**src/rtl/mips_pkg.sv**
```systemverilog
// Shared types and constants for the instruction-side datapath.
package mips_pkg;

  localparam int unsigned INSTR_W         = 32;
  localparam int unsigned BYTES_PER_INSTR = 4;
  localparam logic [INSTR_W-1:0] NOP_INSTR = 32'h0000_0000;

  typedef enum logic [1:0] {
    IFU_IDLE,
    IFU_FETCH,
    IFU_VALID,
    IFU_HALT
  } ifu_state_t;

  // 4-bit increment that sticks at its maximum instead of wrapping.
  function automatic logic [3:0] sat_inc4(input logic [3:0] v);
    return (v == 4'hF) ? v : v + 4'd1;
  endfunction

endpackage

```
**src/rtl/ifu_byte_assembler.sv**
```systemverilog
// Shift-in byte lane register: little-endian bytes arrive lowest first and
// are shifted in from the top, so after four shifts the word is {b3,b2,b1,b0}.
module ifu_byte_assembler
  import mips_pkg::*;
(
  input  logic               clk,
  input  logic               reset,
  input  logic               clr_i,
  input  logic               shift_i,
  input  logic [7:0]         byte_i,
  output logic [INSTR_W-1:0] word_nxt_o,
  output logic               last_o
);

  localparam int unsigned IDX_W = $clog2(BYTES_PER_INSTR);

  logic [INSTR_W-1:0] word_q, word_d;
  logic [IDX_W-1:0]   idx_q, idx_d;

  // Word as it will look once the current byte is shifted in; the top
  // registers this on the final byte so no partial word ever escapes.
  assign word_nxt_o = {byte_i, word_q[INSTR_W-1:8]};
  assign last_o     = shift_i && (idx_q == IDX_W'(BYTES_PER_INSTR - 1));

  // Next-state: clear outranks shift so a discarded fetch leaves nothing behind.
  always_comb begin
    word_d = word_q;
    idx_d  = idx_q;
    if (clr_i) begin
      word_d = '0;
      idx_d  = '0;
    end else if (shift_i) begin
      word_d = word_nxt_o;
      idx_d  = idx_q + IDX_W'(1);
    end
  end

  // Lane and index registers.
  always_ff @(posedge clk) begin
    if (reset) begin
      word_q <= '0;
      idx_q  <= '0;
    end else begin
      word_q <= word_d;
      idx_q  <= idx_d;
    end
  end

endmodule

```
**src/rtl/instr_fetch_unit.sv**
```systemverilog
// Byte-serial instruction fetch: reads four bytes per instruction from a
// 1-cycle-latency imem, offers the word to decode via valid/ready, follows
// redirects and halts after a run of consecutive NOPs.
module instr_fetch_unit
  import mips_pkg::*;
#(
  parameter int unsigned ADDR_W         = 8,
  parameter int unsigned RESET_PC       = 0,
  parameter int unsigned NOP_HALT_COUNT = 3
) (
  input  logic              clk,
  input  logic              reset,
  output logic              imem_rd_en,
  output logic [ADDR_W-1:0] imem_addr,
  input  logic [7:0]        imem_rd_data,
  input  logic              redirect_valid,
  input  logic [31:0]       redirect_pc,
  output logic              instr_valid,
  input  logic              instr_ready,
  output logic [31:0]       instr,
  output logic [31:0]       instr_pc,
  output logic              halted
);

  ifu_state_t         state_q, state_d;
  logic [ADDR_W-1:0]  pc_q, pc_d;
  logic [2:0]         iss_q, iss_d;
  logic               pend_q, pend_d;
  logic [3:0]         nop_q, nop_d;
  logic [INSTR_W-1:0] instr_q, instr_d;
  logic [ADDR_W-1:0]  ipc_q, ipc_d;

  logic               issue;
  logic               xfer;
  logic               nop_hit;
  logic [3:0]         nop_inc;
  logic               halt_now;
  logic [ADDR_W-1:0]  redir_pc;
  logic               asm_clr;
  logic               asm_last;
  logic [INSTR_W-1:0] asm_word;
  logic               unused_redirect_bits;

  assign redir_pc             = {redirect_pc[ADDR_W-1:2], 2'b00};
  assign unused_redirect_bits = ^{redirect_pc[31:ADDR_W], redirect_pc[1:0]};

  assign issue      = (state_q == IFU_FETCH) && (iss_q < 3'd4);
  assign imem_rd_en = issue;
  assign imem_addr  = issue ? pc_q + ADDR_W'(iss_q[1:0]) : '0;

  assign xfer     = (state_q == IFU_VALID) && instr_ready;
  assign nop_hit  = (instr_q == NOP_INSTR);
  assign nop_inc  = sat_inc4(nop_q);
  assign halt_now = xfer && nop_hit && (nop_inc >= 4'(NOP_HALT_COUNT));

  // Anything outside an active fetch, or a redirect, throws away partial bytes.
  assign asm_clr = (state_q != IFU_FETCH) || redirect_valid;

  ifu_byte_assembler u_asm (
    .clk        (clk),
    .reset      (reset),
    .clr_i      (asm_clr),
    .shift_i    (pend_q),
    .byte_i     (imem_rd_data),
    .word_nxt_o (asm_word),
    .last_o     (asm_last)
  );

  assign instr_valid = (state_q == IFU_VALID);
  assign halted      = (state_q == IFU_HALT);
  assign instr       = instr_q;
  assign instr_pc    = 32'(ipc_q);

  // Fetch FSM next-state; pend tracks which cycles carry returned read data.
  always_comb begin
    state_d = state_q;
    pc_d    = pc_q;
    iss_d   = iss_q;
    pend_d  = 1'b0;
    nop_d   = nop_q;
    instr_d = instr_q;
    ipc_d   = ipc_q;
    case (state_q)
      IFU_IDLE: begin
        state_d = IFU_FETCH;
        iss_d   = '0;
        if (redirect_valid) pc_d = redir_pc;
      end
      IFU_FETCH: begin
        if (redirect_valid) begin
          pc_d  = redir_pc;
          iss_d = '0;
        end else begin
          pend_d = issue;
          if (issue) iss_d = iss_q + 3'd1;
          if (asm_last) begin
            instr_d = asm_word;
            ipc_d   = pc_q;
            state_d = IFU_VALID;
          end
        end
      end
      IFU_VALID: begin
        // A coincident redirect still lets this transfer complete; only the
        // follow-on PC changes, and a NOP-run halt takes precedence.
        if (xfer) begin
          nop_d = nop_hit ? nop_inc : '0;
          iss_d = '0;
          pc_d  = redirect_valid ? redir_pc : pc_q + ADDR_W'(BYTES_PER_INSTR);
          state_d = halt_now ? IFU_HALT : IFU_FETCH;
        end else if (redirect_valid) begin
          pc_d    = redir_pc;
          iss_d   = '0;
          state_d = IFU_FETCH;
        end
      end
      IFU_HALT: begin
        state_d = IFU_HALT;
      end
      default: begin
        state_d = IFU_IDLE;
      end
    endcase
  end

  // State registers with synchronous reset.
  always_ff @(posedge clk) begin
    if (reset) begin
      state_q <= IFU_IDLE;
      pc_q    <= ADDR_W'(RESET_PC);
      iss_q   <= '0;
      pend_q  <= 1'b0;
      nop_q   <= '0;
      instr_q <= '0;
      ipc_q   <= '0;
    end else begin
      state_q <= state_d;
      pc_q    <= pc_d;
      iss_q   <= iss_d;
      pend_q  <= pend_d;
      nop_q   <= nop_d;
      instr_q <= instr_d;
      ipc_q   <= ipc_d;
    end
  end

endmodule

```
**config.mk**
```make
export PLATFORM = sky130hd
export DESIGN_NAME = instr_fetch_unit
export DESIGN_NICKNAME = d
export VERILOG_FILES = /design/src/rtl/mips_pkg.sv /design/src/rtl/ifu_byte_assembler.sv /design/src/rtl/instr_fetch_unit.sv
export SDC_FILE = /design/constraint.sdc
export NUM_CORES = 1
export LEC_CHECK = 0
export BUFFER_PORTS_ARGS = -buffer_cell sky130_fd_sc_hd__buf_2
export CAP_MARGIN = 25
export CORE_UTILIZATION = 46
export CTS_BUF_LIST = sky130_fd_sc_hd__clkbuf_16
export CTS_CLUSTER_SIZE = 8
export DETAILED_ROUTE_END_ITERATION = 12
export GPL_ROUTABILITY_DRIVEN = 1
export PLACE_DENSITY_LB_ADDON = 0.3
export SETUP_SLACK_MARGIN = 0.05
export SLEW_MARGIN = 5
export SYNTH_ARGS = -nofsm -noshare
export SYNTH_HDL_FRONTEND = slang
export SYNTH_SLANG_ARGS = --single-unit
```
**constraint.sdc**
```tcl
create_clock -name clk -period 1.5 [get_ports clk]
set_input_delay 0.225 -clock clk [delete_from_list [all_inputs] [get_ports clk]]
set_output_delay 0.225 -clock clk [all_outputs]
set_load 0.03 [all_outputs]
```
=== Word level (Yosys, flattened, before mapping) ===
Cells that the tools add are included.

* Register bits after elaboration: 92
* Input bits: 44
* Output and inout bits: 75
* Word-level logic and storage cells: 63

* Reduce and logical (&&, ||, !) cells: 17
* Mux-type cells: 18
* Eq/ne operators: 10
* Bitwise logic cells: 2
* Magnitude comparators: 2
* $add $sub $neg: 5

{| class="wikitable"
|+ Operator list
! kind !! count
|-
| zero test 32 bit || 1
|-
| two-way mux 8 bit || 4
|-
| one-hot mux 8 bit (2 select lines) || 1
|-
| two-way mux 3 bit || 4
|-
| two-way mux 2 bit || 5
|-
| one-hot mux 3 bit (3 select lines) || 1
|-
| AND reduction 3 bit || 3
|-
| adder 8 x 2 -> 8 bit || 1
|-
| adder 8 x 3 -> 8 bit (second input constant) || 1
|-
| two-way mux 4 bit || 2
|-
| one-hot mux 2 bit (4 select lines) || 1
|-
| equality test 2 bit (second input constant) || 3
|-
| logical AND 1 bit || 5
|-
| adder 4 x 1 -> 4 bit (second input constant) || 1
|-
| equality test 4 bit (second input constant) || 1
|-
| greater-or-equal comparator 4 x 2 -> 1 bit (second input constant) || 1
|-
| inequality test 2 bit (second input constant) || 2
|-
| OR reduction 2 bit || 2
|-
| adder 3 x 1 -> 3 bit (second input constant) || 1
|-
| less-than comparator 3 bit (second input constant) || 1
|-
| inequality test 3 x 2 -> 1 bit (second input constant) || 1
|-
| inequality test 3 bit (second input constant) || 1
|-
| nonzero test 3 bit || 1
|-
| OR reduction 3 bit || 1
|-
| 8 further kinds || 9
|}

=== Logic depth before layout (Yosys ltp) ===
Gate-level depths: netlist of the first run.

* Depth in word-level cells: 7
* Gate-level depth with buffers: 7
* Depth with buffers taken out: 5

=== Modules after synthesis ===
A second synthesis of the first run with hierarchy kept.

* Cells, all modules: 451
* Area, all modules: 3831.2 sq um

{| class="wikitable"
|+ Modules (own cells, without submodules)
! module !! times used !! area each (sq um) !! cells an instance !! sequential area each (sq um)
|-
| instr_fetch_unit || 1 || 2791.4 || 356 || 1161.1
|-
| ifu_byte_assembler || 1 || 1039.7 || 95 || 520.5
|}

=== Least setup slack after synthesis of the first run ===
No wires, ideal clock.

* Kind: reg2out
* Start point: reg pc_q[0]
* End point: out imem_addr[6]
* Setup slack: -0.242 ns
* Path buffers: 0
* Required time: 1.275 ns
* Cell stages (with the launch flop): 6
* Arrival: 1.517 ns
* Cells stage by stage: dfxtp_1 > ha_1 > fa_1 > nand4_1 > xor2_1 > nor2_1

* Cells in the longest elaborated chain, start to end: 2

{| class="wikitable"
|+ RTL lines
! what !! RTL line !! source
|-
| from (decl) || instr_fetch_unit.sv:26 || <nowiki>logic [ADDR_W-1:0] pc_q, pc_d;</nowiki>
|-
| from (signal assigned) || instr_fetch_unit.sv:130 || <nowiki>pc_q <= ADDR_W'(RESET_PC);</nowiki>
|-
| from (signal assigned) || instr_fetch_unit.sv:138 || <nowiki>pc_q <= pc_d;</nowiki>
|-
| adder 8 x 2 -> 8 bit || instr_fetch_unit.sv:49 || <nowiki>assign imem_addr = issue ? pc_q + ADDR_W'(iss_q[1:0]) : '0;</nowiki>
|-
| two-way mux 8 bit || instr_fetch_unit.sv:49 ||
|-
| to (decl) || instr_fetch_unit.sv:14 || <nowiki>output logic [ADDR_W-1:0] imem_addr,</nowiki>
|}

No other way between the ends.

=== Final worst setup path of the first run ===
* Start point: reg iss_q[1]
* End point: out imem_addr[5]

* Cells in the longest elaborated chain, start to end: 3
* Elaborated cells between the ends (all ways): 4
* Classes of those cells: add/sub (1); order compare (1); mux (1); reduce/logical (1)

{| class="wikitable"
|+ RTL lines
! what !! RTL line !! source
|-
| from (decl) || instr_fetch_unit.sv:27 || <nowiki>logic [2:0] iss_q, iss_d;</nowiki>
|-
| from (signal assigned) || instr_fetch_unit.sv:139 || <nowiki>iss_q <= iss_d;</nowiki>
|-
| parallel branches: the longest is 2 deep, another holds adder 8 x 2 -> 8 bit || - ||
|-
| two-way mux 8 bit (*) || instr_fetch_unit.sv:49 ||
|}

Mark *: on every way between the ends.

==> results of run 1 <==
## power by group through the flow
stage                     sequential (uW)  clock, uW  combinational [uW]
after floorplan                      2300          0                 287
after global placement               2300          0                 335
after detailed placement             2300          0                 340
after CTS                            2250       2300                 407
after global routing                 2260       2460                 542
final                                2260       2360                 527
## critical path, stage by stage, from the launching register on
cell	delay (ns)
dfxtp_2	0.37
ha_4	0.28
a21o_1	0.19
nand4_1	0.21
xor2_2	0.22
nor2_4	0.10
buf_6	0.13
## kinds of logic after synthesis
family,after synthesis,synth area share
simple gates,181,0.224
fa+ha+maj,7,0.0257
other cells,1,0.00101
mux,26,0.0704
buf+inv,56,0.0839
xor+xnor,8,0.0189
flops,84,0.455
compound gates,75,0.121
## metrics by stage
stage	area (um^2)	TNS [ns]	setup WS, ns
3_5_place_dp	4630	-2.37	-0.422
3_3_place_gp	4630	-2.03	-0.386
4_1_cts	5990	-12.98	-0.461
6_report	6740	-19.35	-0.564
2_1_floorplan	3890	-0.166	-0.0672
5_1_grt	6740	-20.67	-0.599
## routing by layer
metal,up-vias,part of all wire,global-route usage
met5,-,0,0
met4,0,0.057,0.156
met3,95,0.079,0.0572
met2,318,0.50,0.595
met1,2111,0.36,0.397
li1,1766,-,-
## cell type report
type,instances,area [um^2]
Fill cell,345,1020
Timing Repair Buffer,183,1670
Tap cell,102,128
Multi-Input combinational cell,321,2890
Clock buffer,9,225
Sequential cell,84,1740
Clock inverter,7,81.3
Inverter,3,13.8
## state kept, by name, indices dropped and copies added, names as in the netlist
register / flops
u_asm.idx_q: 2
pend_q: 1
ipc_q: 8
u_asm.word_q: 24
iss_q: 3
instr: 32
pc_q: 8
state_q: 2
nop_q: 4
## cell usage after synthesis, drive strengths merged (3+ instances only)
cell / number / area share
a21o: 3 / 0.0061
a211oi: 7 / 0.016
xor2: 6 / 0.014
nand3: 5 / 0.0068
nor2b: 4 / 0.0068
nand4: 7 / 0.012
nor2: 45 / 0.046
dfxtp: 84 / 0.45
nand2: 92 / 0.093
nor4: 9 / 0.022
and3b: 3 / 0.0071
inv: 3 / 0.0030
a21oi: 50 / 0.068
buf: 34 / 0.062
ha: 6 / 0.020
clkbuf: 19 / 0.019
mux2i: 26 / 0.070
## worst max path at each step
| stage | start | to | slack [ns] | depth (start not counted) |
|---|---|---|---|---|
| final | iss_q[1] | imem_addr[5] | -0.56 | 6 |
| after global placement | instr[4] | state_q[1] | -0.39 | 5 |
| after CTS | iss_q[0] | imem_addr[6] | -0.46 | 6 |
| after floorplan | instr[17] | state_q[1] | -0.07 | 4 |
| after global routing | iss_q[1] | imem_addr[5] | -0.60 | 6 |
| after detailed placement | instr[4] | state_q[1] | -0.42 | 5 |
## what timing repair did
action,4_1_cts,5_1_grt
gates resized for setup,165,173
hold buffers,0,0
pin swaps,85,80
setup endpoints to repair,57,92
cloned,8,4
buffers inserted,29,9
==> reports/qor.yml, run 1 <==
initial_core_util: 0.476
reg2reg_depth: 8
rsz0062_at_grt: "true"
fin_skew_ns: 0.0134
timing.hold.ws_ns: 0.140
vdd_drop_max_uv: 970
slew_violations: 0
ios: 119
switching_share: 0.273
cts.sinks: 84
overflow: 0
grt_pass1_vias: 4000
htreeDepth: 3
core_mm2: 0.00777
min_path_type: "in2reg"
place_inst: 650
failed_checks: "setup timing"
async_flop_share: 0
p_leak_uw: 0.00295
numPortBuffers: 68
die_w_um: 91.7
cp-start-kind: "flip-flop"
synth_seq_cells: 84
max_slew_margin: 0.631
r2r_start: "state_q[0]"
min_period_over_period: 1.38
detail-route-antenna-nets: 0
tightest_slew_ns: 0.554
setup_violations: 91
path_clk_slew_ns: 0.07
regToRegEndpoint: "instr[31]"
maxCapViolCount: 0
crit_type: "reg2out"
holdPathStages: 3
worstSkewPairLatency_ns: 0.35
worst_hold_path.endpoint: "instr[28]"
drtIter0Drc: 395
final-instance-count-excl-fill: 709
clock_path_buffers: 2
hold_viol_final: 0
root_buffer: "clkbuf_16"
dieHeight_um: 91.7
power_uw: 5150
clockPowerShare: 0.459
combPwrFrac: 0.102
p_sw_uw: 1400
syn_to_final_growth_pct: 82.3
end_kind: "output port"
cp_max_fo: 3
drc: 0
syn_inst: 438
final.min_clock_period_ns: 2.06
layout_common_cells: "73 x buf_4, 57 x buf_2, 54 x dfxtp_1, 48 x nand2_4, 45 x a21oi_2"
nets: 653
place_congestion: 0.835
drive_gt1_frac: 0.692
crit_arrival_ns: 1.84
synth-main-ff-cell: "dfxtp_1"
num_vias: 4290
syn_avg_cell_area_um2: 8.44
hp-start: "imem_rd_data[4]"
diodes: 0
timing.fmax_ghz: 0.484
p_seq_frac: 0.439
num_rows: 32
cp.required_ns: 1.27
seq_area_frac_synth: 0.455
wl_per_cell_um: 24.7
internal-power_uw: 3740
grt_max_degree: 32
synth_cell_types: 43
power_density_mw_per_mm2: 763
drt_pass1_iterations: 5
final_common_cell: "buf_4"
routed_wirelength_um: 17500
grt_pass1_wl_um: 21600
grt.total_usage: 0.337
synth-edff-count: 0
dp_hpwl_um: 6820
final_util: 0.868
avgViaCountPerCell: 6.05
antenna_found_initial: 0
layout_setup_ws_ns: -0.564
dieArea_mm2: 0.00840
yosysWarningCount: 0
numCtsBuffers: 9
cts_tree: "done"
ff2ff_setup_slack_ns: -0.32
status: "finished with violations"
syn_area_mm2: 0.00370
(Power assumes the default switching activity.)
==> run 2, diff against run 1 <==
- ABC_AREA: not set -> 1
- CTS_CLUSTER_DIAMETER: not set -> 120
- SLEW_MARGIN: 5 -> not set
==> reports/qor.yml, run 2 <==
slew_violations: 0
antenna_found_initial: 0
core_mm2: 0.00773
synth-main-ff-cell: "dfxtp_1"
syn_avg_cell_area_um2: 7.37
yosysWarningCount: 0
diodes: 0
end_kind: "output port"
use_met2: 0.427
p_sw_uw: 1320
initial_core_util: 0.477
syn_area_mm2: 0.00368
grt_pass1_wl_um: 15700
power_density_mw_per_mm2: 1010
ctsHoldBuffers: 0
cts.sinks: 84
place_congestion: 0.889
grt.total_usage: 0.238
nets: 654
timing.fmax_ghz: 0.519
yosys.area.top_type: "dfxtp_1"
hold_viol_final: 0
met3_usage: 0.0486
vdd_drop_max_uv: 928
synth_top_area_share: 0.457
routed_wirelength_um: 9880
final.min_clock_period_ns: 1.93
min_path_type: "in2reg"
power_uw: 5080
async_flop_share: 0
layout_setup_ws_ns: -0.426
rsz0062_at_grt: "true"
dp_hpwl_um: 6450
status: "finished with violations"
dieHeight_um: 91.5
setup_violations: 9
switching_share: 0.261
largest_reg_flops: 32
final_area_mm2: 0.00505
numPortBuffers: 68
cp-start-kind: "flip-flop"
failed_checks: "setup timing"
combPwrFrac: 0.097
grt_max_degree: 30
crit_type: "reg2out"
drtIter0Drc: 213
numCtsBuffers: 9
p_leak_uw: 0.00228
min_period_over_period: 1.28
seq_area_frac_synth: 0.457
fin_skew_ns: 0.00885
dieArea_mm2: 0.00837
root_buffer: "clkbuf_16"
detail-route-antenna-nets: 0
wl_per_cell_um: 13.9
worstSkewPairLatency_ns: 0.34
synth_seq_cells: 84
overflow: 0
drive_gt1_frac: 0.336
clockPowerShare: 0.455
cts_tree: "done"
crit_arrival_ns: 1.70
busiest_layer: "met2"
clock_path_buffers: 2
cp_max_fo: 5
die_w_um: 91.5
path_clk_slew_ns: 0.07
syn_to_final_growth_pct: 37.2
dpl_cell_area_mm2: 0.00429
avgViaCountPerCell: 5.04
num_rows: 32
drt_pass1_iterations: 5
num_vias: 3581
syn_inst: 500
drc: 0
synth.most_common_cell: "nand2_1"
p_seq_frac: 0.448
grtUsageMet1: 0.278
synth.area.top_cells: "dfxtp_1 46%, nand2_1 9.4%, a21oi_1 8.8%"
synth_cell_types: 28
grt_pass1_vias: 3377
layout_common_cells: "86 x nand2_1, 72 x dfxtp_1, 61 x nor2_1, 58 x buf_2, 54 x a21oi_1"
yosys-top-cells-count: "92 x nand2_1, 84 x dfxtp_1, 71 x nor2_1"
htreeDepth: 3
internal-power_uw: 3760
cp.required_ns: 1.27
final_common_cell: "nand2_1"
maxCapViolCount: 0
ios: 119
synth-edff-count: 0
run 2: cell types whose count changed after synthesis, moves of 7 or more:
cell      delta
o21ai_0     +44
nand4_1      -7
a21oi_1     +15
mux2i_1     -26
inv_1       +46
nor2_1      +26
clkbuf_1     -8
run 2: kinds of logic after synthesis:
family          synth area share
compound gates             0.169
other cells              0.00102
xor+xnor                  0.0119
flops                      0.457
buf+inv                    0.127
simple gates               0.209
fa+ha+maj                 0.0258
run 2: power by group through the flow:
stage               sequential [uW]  clock [uW]  combinational (uW)
finish                         2280        2310                 490
global route                   2280        2450                 525
CTS                            2280        2340                 455
detailed placement             2320           0                 409
global placement               2320           0                 404
floorplan                      2320           0                 324
run 2: per-stage QoR:
stage / TNS [ns] / util / std cells / hold WS (ns) / setup slack [ns]
global placement: -0.628 / 0.556 / 683 / 0.446 / -0.157
global route: -3.56 / 0.654 / 710 / 0.133 / -0.482
CTS: -2.82 / 0.626 / 702 / 0.124 / -0.423
finish: -3.08 / 0.654 / 710 / 0.129 / -0.426
floorplan: -0.496 / - / 523 / 0.360 / -0.112
detailed placement: -0.871 / 0.556 / 683 / 0.449 / -0.208
run 2: critical path, cell delays in order (launching register included):
cell and delay [ns]:
dfxtp_2 0.34, ha_4 0.16, fa_2 0.45, xnor2_2 0.17, nor2_2 0.11, buf_6 0.14
run 2: path summary, 6_finish.rpt:
path / slack [ns] / from / depth (start not counted) / end
max: -0.43 / pc_q[0] / 5 / imem_addr[2]
min: 0.13 / imem_rd_data[7] / 3 / instr[31]
min reg2reg: 0.46 / instr[4] / 2 / instr[4]
max reg2reg: 0.05 / nop_q[1] / 9 / state_q[1]
run 2: timing repair:
action / 4_1_cts / 5_1_grt
gates resized for setup: 65 / 50
endpoints found under the setup margin: 12 / 69
pin swaps: 16 / 15
setup buffers: 4 / 9
hold endpoints to repair: 0 / 0
run 2: routing by layer:
| layer | wire [um] | part of all wire | vias to the layer above |
|---|---|---|---|
| met4 | 226 | 0.023 | 0 |
| met5 | 0 | 0 | - |
| met1 | 4140 | 0.42 | 1689 |
| met3 | 418 | 0.042 | 21 |
| met2 | 5090 | 0.52 | 113 |
| li1 | - | - | 1758 |
run 2: final cells by class:
cell class / count / area, um^2
well taps: 102 / 128
repair buffers: 114 / 800
clock buffers: 9 / 225
fillers: 670 / 2680
multi-input cells: 343 / 1920
clock inverters: 7 / 90.1
inverters: 51 / 195
flip-flops and latches: 84 / 1700
